`config.mk`:
```
export PLATFORM = sky130hd
export DESIGN_NAME = z3_slave_engine
export DESIGN_NICKNAME = d
export VERILOG_FILES = /design/src/rtl/z3_pkg.sv /design/src/rtl/z3_region_decode.sv /design/src/rtl/z3_slave_engine.sv
export SDC_FILE = /design/constraint.sdc
export NUM_CORES = 1
export LEC_CHECK = 0
export ABC_CLOCK_PERIOD_IN_PS = 4600
export CAP_MARGIN = 10
export CORE_MARGIN = 2
export CORE_UTILIZATION = 35
export CTS_BUF_LIST = sky130_fd_sc_hd__clkbuf_4
export DETAILED_ROUTE_END_ITERATION = 10
export DONT_BUFFER_PORTS = 1
export PLACE_DENSITY = 0.59
export SLEW_MARGIN = 10
export SYNTH_ARGS = -nofsm -noshare
export SYNTH_HDL_FRONTEND = slang
export SYNTH_SLANG_ARGS = --single-unit
export TNS_END_PERCENT = 1
```
`constraint.sdc`:
```
create_clock -name CLK -period 4.6 [get_ports CLK]
set_input_delay 0.46 -clock CLK [delete_from_list [all_inputs] [get_ports CLK]]
set_output_delay 0.46 -clock CLK [all_outputs]
set_load 0.005 [all_outputs]
```
`src/rtl/z3_pkg.sv`:
```
// Shared types and constants for the Zorro III slave-cycle engine.
// The optional access timeout is enabled by defining Z3_TIMEOUT_BERR_EN.
package z3_pkg;

  localparam int unsigned REGION_W    = 24;
  localparam int unsigned CNT_W       = 8;
  localparam logic [7:0]  Z3_CFG_BASE = 8'hFF;

  typedef enum logic [2:0] {
    IDLE,
    START,
    DATA,
    END,
    ERR
  } z3_state_t;

  // Only user/supervisor data and program spaces are decoded; CPU and unused spaces are not.
  function automatic logic validspace(input logic [1:0] fc);
    return fc[1] ^ fc[0];
  endfunction

endpackage

```
`src/rtl/z3_region_decode.sv`:
```
// Address window decode within the 16 MB slot; the lowest-index region wins on overlap.
module z3_region_decode
  import z3_pkg::*;
#(
  parameter int unsigned                        NUM_REGIONS = 5,
  parameter logic [NUM_REGIONS*REGION_W-1:0]    REGION_BASE = '0,
  parameter logic [NUM_REGIONS*REGION_W-1:0]    REGION_MASK = '0
) (
  input  logic [REGION_W-1:0]    addr_i,
  output logic [NUM_REGIONS-1:0] sel_c_o,
  output logic                   hit_c_o
);

  logic found;

  always_comb begin
    sel_c_o = '0;
    found   = 1'b0;
    for (int unsigned i = 0; i < NUM_REGIONS; i++) begin
      if (!found && ((addr_i & REGION_MASK[i*REGION_W +: REGION_W]) ==
                     REGION_BASE[i*REGION_W +: REGION_W])) begin
        sel_c_o[i] = 1'b1;
        found      = 1'b1;
      end
    end
  end

  assign hit_c_o = found;

endmodule

```
`src/rtl/z3_slave_engine.sv`:
```
// Zorro III slave-cycle engine: region/autoconfig decode, back-end req/ack handshake, DTACK.
// Define Z3_TIMEOUT_BERR_EN to terminate stalled DATA phases with BERR after TIMEOUT_CYCLES.
module z3_slave_engine
  import z3_pkg::*;
#(
  parameter int unsigned                     NUM_REGIONS    = 5,
  parameter logic [NUM_REGIONS*REGION_W-1:0] REGION_BASE    = '0,
  parameter logic [NUM_REGIONS*REGION_W-1:0] REGION_MASK    = '0,
  parameter int unsigned                     TIMEOUT_CYCLES = 255
) (
  input  logic                   CLK,
  input  logic                   RESET,
  input  logic                   FCS,
  input  logic [31:0]            A,
  input  logic [2:0]             FC,
  input  logic                   READ,
  input  logic [3:0]             DS_n,
  input  logic [7:0]             BASE_ADDR,
  input  logic                   CONFIGURED,
  input  logic                   CFG_EN,
  output logic                   cfg_sel,
  output logic [NUM_REGIONS-1:0] region_sel,
  output logic [NUM_REGIONS-1:0] region_req,
  input  logic [NUM_REGIONS-1:0] region_ack,
  input  logic                   cfg_ack,
  output logic [REGION_W-1:0]    cycle_addr,
  output logic                   DTACK,
  output logic                   SLAVE,
  output logic                   BERR,
  output logic                   busy
);

  z3_state_t              state_q, state_d;
  logic [NUM_REGIONS-1:0] sel_q, sel_d, req_q, req_d, dec_sel;
  logic [REGION_W-1:0]    addr_q, addr_d;
  logic                   cfg_q, cfg_d, dtack_q, dtack_d, slave_q, slave_d, busy_q, busy_d;
  logic                   dec_hit, slot_match, cfg_match, accept, sel_ack;
  logic                   unused_fc;

  z3_region_decode #(
    .NUM_REGIONS (NUM_REGIONS),
    .REGION_BASE (REGION_BASE),
    .REGION_MASK (REGION_MASK)
  ) u_decode (
    .addr_i  (A[REGION_W-1:0]),
    .sel_c_o (dec_sel),
    .hit_c_o (dec_hit)
  );

  assign slot_match = (A[31:24] == BASE_ADDR) && CONFIGURED;
  assign cfg_match  = (A[31:24] == Z3_CFG_BASE) && CFG_EN;
  // A slot hit outside every region is not ours to answer.
  assign accept     = FCS && validspace(FC[1:0]) && (cfg_match || (slot_match && dec_hit));
  assign sel_ack    = cfg_q ? cfg_ack : |(region_ack & sel_q);
  assign unused_fc  = FC[2];

`ifdef Z3_TIMEOUT_BERR_EN
  logic [CNT_W-1:0] cnt_q, cnt_d;
  logic             berr_q, berr_d;
`else
  logic             unused_timeout;
  assign unused_timeout = ^(CNT_W'(TIMEOUT_CYCLES));
`endif

  always_comb begin
    state_d = state_q;
    sel_d   = sel_q;
    req_d   = req_q;
    cfg_d   = cfg_q;
    addr_d  = addr_q;
    dtack_d = dtack_q;
    slave_d = slave_q;
`ifdef Z3_TIMEOUT_BERR_EN
    berr_d  = berr_q;
    cnt_d   = '0;
`endif
    // FCS low aborts from any state; the back-end sees req fall and drops its ack.
    if (!FCS) begin
      state_d = IDLE;
      sel_d   = '0;
      req_d   = '0;
      cfg_d   = 1'b0;
      dtack_d = 1'b0;
      slave_d = 1'b0;
`ifdef Z3_TIMEOUT_BERR_EN
      berr_d  = 1'b0;
`endif
    end else begin
      case (state_q)
        IDLE: begin
          if (accept) begin
            state_d = START;
            addr_d  = A[REGION_W-1:0];
            cfg_d   = cfg_match;
            sel_d   = cfg_match ? '0 : dec_sel;
            slave_d = 1'b1;
          end
        end
        START: begin
          if (READ || (DS_n != 4'hF)) begin
            state_d = DATA;
            req_d   = sel_q;
          end
        end
        DATA: begin
          if (sel_ack) begin
            state_d = END;
            req_d   = '0;
            dtack_d = 1'b1;
          end
`ifdef Z3_TIMEOUT_BERR_EN
          else if (cnt_q == CNT_W'(TIMEOUT_CYCLES)) begin
            state_d = ERR;
            req_d   = '0;
            berr_d  = 1'b1;
          end else begin
            cnt_d = cnt_q + CNT_W'(1);
          end
`endif
        end
        default: ;
      endcase
    end
    busy_d = (state_d != IDLE);
  end

  always_ff @(posedge CLK) begin
    if (RESET) begin
      state_q <= IDLE;
      sel_q   <= '0;
      req_q   <= '0;
      cfg_q   <= 1'b0;
      addr_q  <= '0;
      dtack_q <= 1'b0;
      slave_q <= 1'b0;
      busy_q  <= 1'b0;
    end else begin
      state_q <= state_d;
      sel_q   <= sel_d;
      req_q   <= req_d;
      cfg_q   <= cfg_d;
      addr_q  <= addr_d;
      dtack_q <= dtack_d;
      slave_q <= slave_d;
      busy_q  <= busy_d;
    end
  end

`ifdef Z3_TIMEOUT_BERR_EN
  always_ff @(posedge CLK) begin
    if (RESET) begin
      cnt_q  <= '0;
      berr_q <= 1'b0;
    end else begin
      cnt_q  <= cnt_d;
      berr_q <= berr_d;
    end
  end

  assign BERR = berr_q;
`else
  assign BERR = 1'b0;
`endif

  assign cfg_sel    = cfg_q;
  assign region_sel = sel_q;
  assign region_req = req_q;
  assign cycle_addr = addr_q;
  assign DTACK      = dtack_q;
  assign SLAVE      = slave_q;
  assign busy       = busy_q;

endmodule

```
* Word-level counts from Yosys, hierarchy flattened
Cells that the tools add are included.
Storage, ports and cells: bits in registers 41, output and inout port bits 39, logic and storage cells 43
Operators by class: eq/ne operators 7, mux-type cells 10, bitwise gates (word level) 3, reductions and logical operators 15
Operators by type and width (count):
- 3-bit two-way mux | 4
- 5-bit two-way mux | 2
- 5-bit case mux with 2 select lines | 1
- 3-bit case mux with 3 select lines | 1
- 8-bit == test | 1
- 8-bit == test, second input constant | 1
- 3-bit AND reduction | 2
- 5-bit AND | 1
- 5-bit OR reduction | 1
- 1-bit logical AND | 4
- 2-bit != test, second input constant | 2
- 4-bit != test, second input constant | 1
- 2-bit AND reduction | 2
- 3-bit by 1-bit == test with 1-bit output, second input constant | 1
- 3-bit by 2-bit == test with 1-bit output, second input constant | 1
- 3-bit zero test | 1
- 3-bit nonzero test | 1
- 1-bit logical OR | 2
- 1-bit two-way mux | 2
- 2-bit nonzero test | 1
- 2-bit OR reduction | 1
- 1-bit inverter | 1
- 1-bit XOR | 1

* Longest topological paths before layout
word-level depth 8, depth in mapped cells 7, gate-level depth less buffers 5

* Hierarchy
Synthesis repeated with hierarchy kept, for this count alone.
Unflattened totals: cell total of the unflattened synthesis 215, area total of the unflattened synthesis 1890.6 µm²
Modules (own cells, without submodules):
- z3_slave_engine | instances 1, cells each 207, area each 1838.0 µm², seq. area each 820.8 µm²
- z3_region_decode | instances 1, cells each 8, area each 52.6 µm², seq. area each 0.0 µm²

* Worst setup path after synthesis
Ideal clock, no wire load.
kind in2reg, from in FC[0], to reg cfg_q (netlist: cfg_sel), arrival time 1.714 ns, setup slack 2.760 ns, stages 7, path through xor2_1 nand3_2 or4_1 buf_2 buf_6 a21oi_2 nor2_1
Between the ends: word-level cells in the longest chain between the ends 4
RTL lines:
- from (decl) | RTL line z3_slave_engine.sv:15 | input logic [2:0] FC,
- 1-bit XOR | RTL line z3_pkg.sv:19 | return fc[1] ^ fc[0];
- 1-bit logical AND (2 in a row) | RTL line z3_slave_engine.sv:53 | assign accept = FCS && validspace(FC[1:0]) && (cfg_match || (slot_match && dec_hit));
- 2-bit AND reduction (no line)
- to (signal assigned) | RTL line z3_slave_engine.sv:141 | cfg_q <= cfg_d;
- to (decl) | RTL line z3_slave_engine.sv:36 | logic cfg_q, cfg_d, dtack_q, dtack_d, slave_q, slave_d, busy_q, busy_d;
Every way passes these cells. A chain may end at the register's enable or synchronous reset.

* Final worst setup path
from reg state_q[0], to reg addr_q[0] (netlist: cycle_addr[0])
Between the ends: word-level cells in the longest chain between the ends 2
RTL lines:
- from (decl) | RTL line z3_slave_engine.sv:33 | z3_state_t state_q, state_d;
- from (signal assigned) | RTL line z3_slave_engine.sv:138 | state_q <= state_d;
- 3-bit zero test | RTL line z3_slave_engine.sv:89 | case (state_q)
- 3-bit AND reduction (no line)
- to (signal assigned) | RTL line z3_slave_engine.sv:142 | addr_q <= addr_d;
- to (decl) | RTL line z3_slave_engine.sv:35 | logic [REGION_W-1:0] addr_q, addr_d;
Every way passes these cells.

==> results.md <==
* Status: finished clean
* Place WS at 2.33 ns
* Peak supply drop at approximately 0.16 mV
* Inst Count DP at 218
* Die Width at 69.7 um
* CP Cell Sequence: nor3_4 > nand3_2 > or4_1 > nand3_1 > a21oi_1
* Yosys top cell by area: dfxtp_1
* Met1 Use GR at 16.0%
* DRC viols at 0
* TritonCTS Sinks at 33
* Kind of end point of the critical path: flop
* Total power divided by cell area at 297 nW/um2
* Final period util at roughly 48%
* Syn_area_per_cell at 8.30 um2
* Critical Path Max Stage Delay at a little under 1 ns
* I/O pins at between 90 and 100
* Met2 usage at between 20 and 25%
* Iter 0 DRT Violations at 47
* Nets@finish at 234
* Max Slew Vio Count at 0
* CTS Buf Count at 5
* Antenna Nets Post-Route at 0
* Clock Pin Slew Worst Setup and Hold Paths at about 0.10 ns
* Root Buffer: clkbuf_4
* Final Util at 37.2%
* DR vias at 1,246
* Core Area at between 4000 and 5000 um2
* Clk Latency, worst-skew pair at 0.32 ns
* Critical Path AT at 2.40 ns
* Worst Clk Skew at 0.00623 ns
* CP startpoint kind: flop
* Initial Util at between 30% and 40%
* GRT met3 Usage at under 10%
* Setup_tns at 0 ns
* Layout cells sized above 1 at 6.25%
* Setup WS post-layout at 2.41 ns
* Number of antenna violations at the first check in global routing at 0
* Async set or reset register ratio after synthesis at 0%
* First drt pass iteration count at 4
* Critical-path top delay cell: or4_1
* RePlAce Congestion at 0.744
* Placed cell area at about 1500 um2
* Vias in the first global route at 1,160
* Largest net degree at the start of global routing at 29
* CTS tree: built
* HPWL Detailed at 2.35 mm
* Clock Path Buffers at 2
* First-pass GRT wire length at 5.62 mm
* Worst EP required at 4.81 ns
* PortBufs at 0
* Post-synthesis cell type count at 30
* Gr busiest metal: met2
* Actual slew at the worst max-slew pin at 0.991 ns
* Synth Register Bits at 33
* Synth Instances at 182
* Worst Path Buf+Inv at 0
* Count leader, synth: dfxtp_1
* Vias per cell at 5.51
* Syn. warnings at 0
* Slew margin rel. at 33.8%
* Syn Std Cell Area at approximately 1500 um2
* Max-cap viol count at 0
* PostCTS Resize Cnt at 0
* Most area-consuming cells after synthesis: dfxtp_1 44%, a21oi_1 8.9%, nand3_1 8.9%
* Number of synthesized flops with an enable pin at 0
* RSZ-0062 raised after global routing: no
* Diodes inserted at 0
* HP Class: in2reg
* Primary FF master, synth: dfxtp_1
* GRT Util Overall at between 10% and 20%
* Post-Route WL at 3.55 mm
* Setup Buffers After CTS at 0
* Non-filler instance count after layout at 226
* Yosys top cell area share at a little over two fifths
* CTS H-Tree Depth at 2
* Fmax at ~460 MHz
* Die Y at between 60 and 70 um
* CTS Hold Buffers Added at 0
* Overall power at 0.452 mW
* Final hold vios at 0
* # setup viols final at 0
* Leakage at 0.485 nW
* Crit-path leading delay family: simple AND/OR/NAND/NOR gates
* Per-cell routed wire length at 15.7 um
* Grt ovf at 0
* Final instance area at between 1500 and 2000 um2
* Worst hold slack at 0.195 ns
* Post-synth top cells: 33 x dfxtp_1, 27 x a21oi_1, 27 x nand3_1
* Critical path class: reg2reg
* Seq/Total Area, Yosys at a little over two fifths
* Final min period at 2.19 ns
* Die Area at 4860 um2
* Core Rows at 23
* P&R area growth vs syn at 0.663%
* CP max FO at 25
[sequential cells by signal (all words and copies together), names as in the netlist]
register and flops:
cycle_addr 24, state_q 3, DTACK 1, SLAVE 1
busy 1, cfg_sel 1, region_req 1, region_sel 1
[placed cells by master, fill, tap and decap left out, types with 2 or more instances in the layout]
cell      instances
clkinv_1          2
and3_1            3
nand3_1          27
inv_1             3
o21ai_0          26
nand4_1           3
nand2_1           3
a21oi_1          27
nor3_1            2
xnor2_1           8
conb_1            9
nor2_1           10
dfxtp_1          33
clkbuf_4          5
[final timing paths]
| path | start | endpoint | slack [ns] | cells past startpoint |
|---|---|---|---|---|
| setup / recovery | state_q[0] | cycle_addr[0] | 2.41 | 5 |
| hold / removal | RESET | cycle_addr[21] | 0.19 | 1 |
| setup reg to reg | state_q[0] | cycle_addr[0] | 2.41 | 5 |
| hold reg to reg | cycle_addr[2] | cycle_addr[2] | 0.48 | 2 |
[report_power, final]
group | switching [mW] | total (mW) | internal (mW)
clock network | 0.0937 | 0.149 | 0.0553
registers | 0.000176 | 0.286 | 0.286
logic | 0.00893 | 0.0170 | 0.00810
total | 0.103 | 0.452 | 0.349
[area by class of cell]
cell class,instances,area [um2]
multi-input combinational,131,728
clock buffer,5,37.5
timing repair buffer,1,7.51
fill,464,2570
inverter,3,11.3
sequential,33,661
clock inverter,3,12.5
tap,50,62.6
[cell families (layout without fill, tap and decap cells)]
| kind of cell | Yosys count | in the layout | share of synthesized area [%] |
|---|---|---|---|
| mux | 1 | 1 | 0.663 |
| buf+inv | 26 | 12 | 10.0 |
| flops | 33 | 33 | 43.7 |
| simple gates | 55 | 55 | 20.3 |
| compound gates | 57 | 57 | 19.8 |
| xor+xnor | 9 | 9 | 5.22 |
| other cells | 1 | 9 | 0.248 |
[per-layer routing]
metal,share of wire (%),wire (um)
met1,42,1500
met2,47,1690
met3,9.4,335
met4,0.82,29
met5,0,0
No activity file was read; power rests on OpenSTA's default activity.
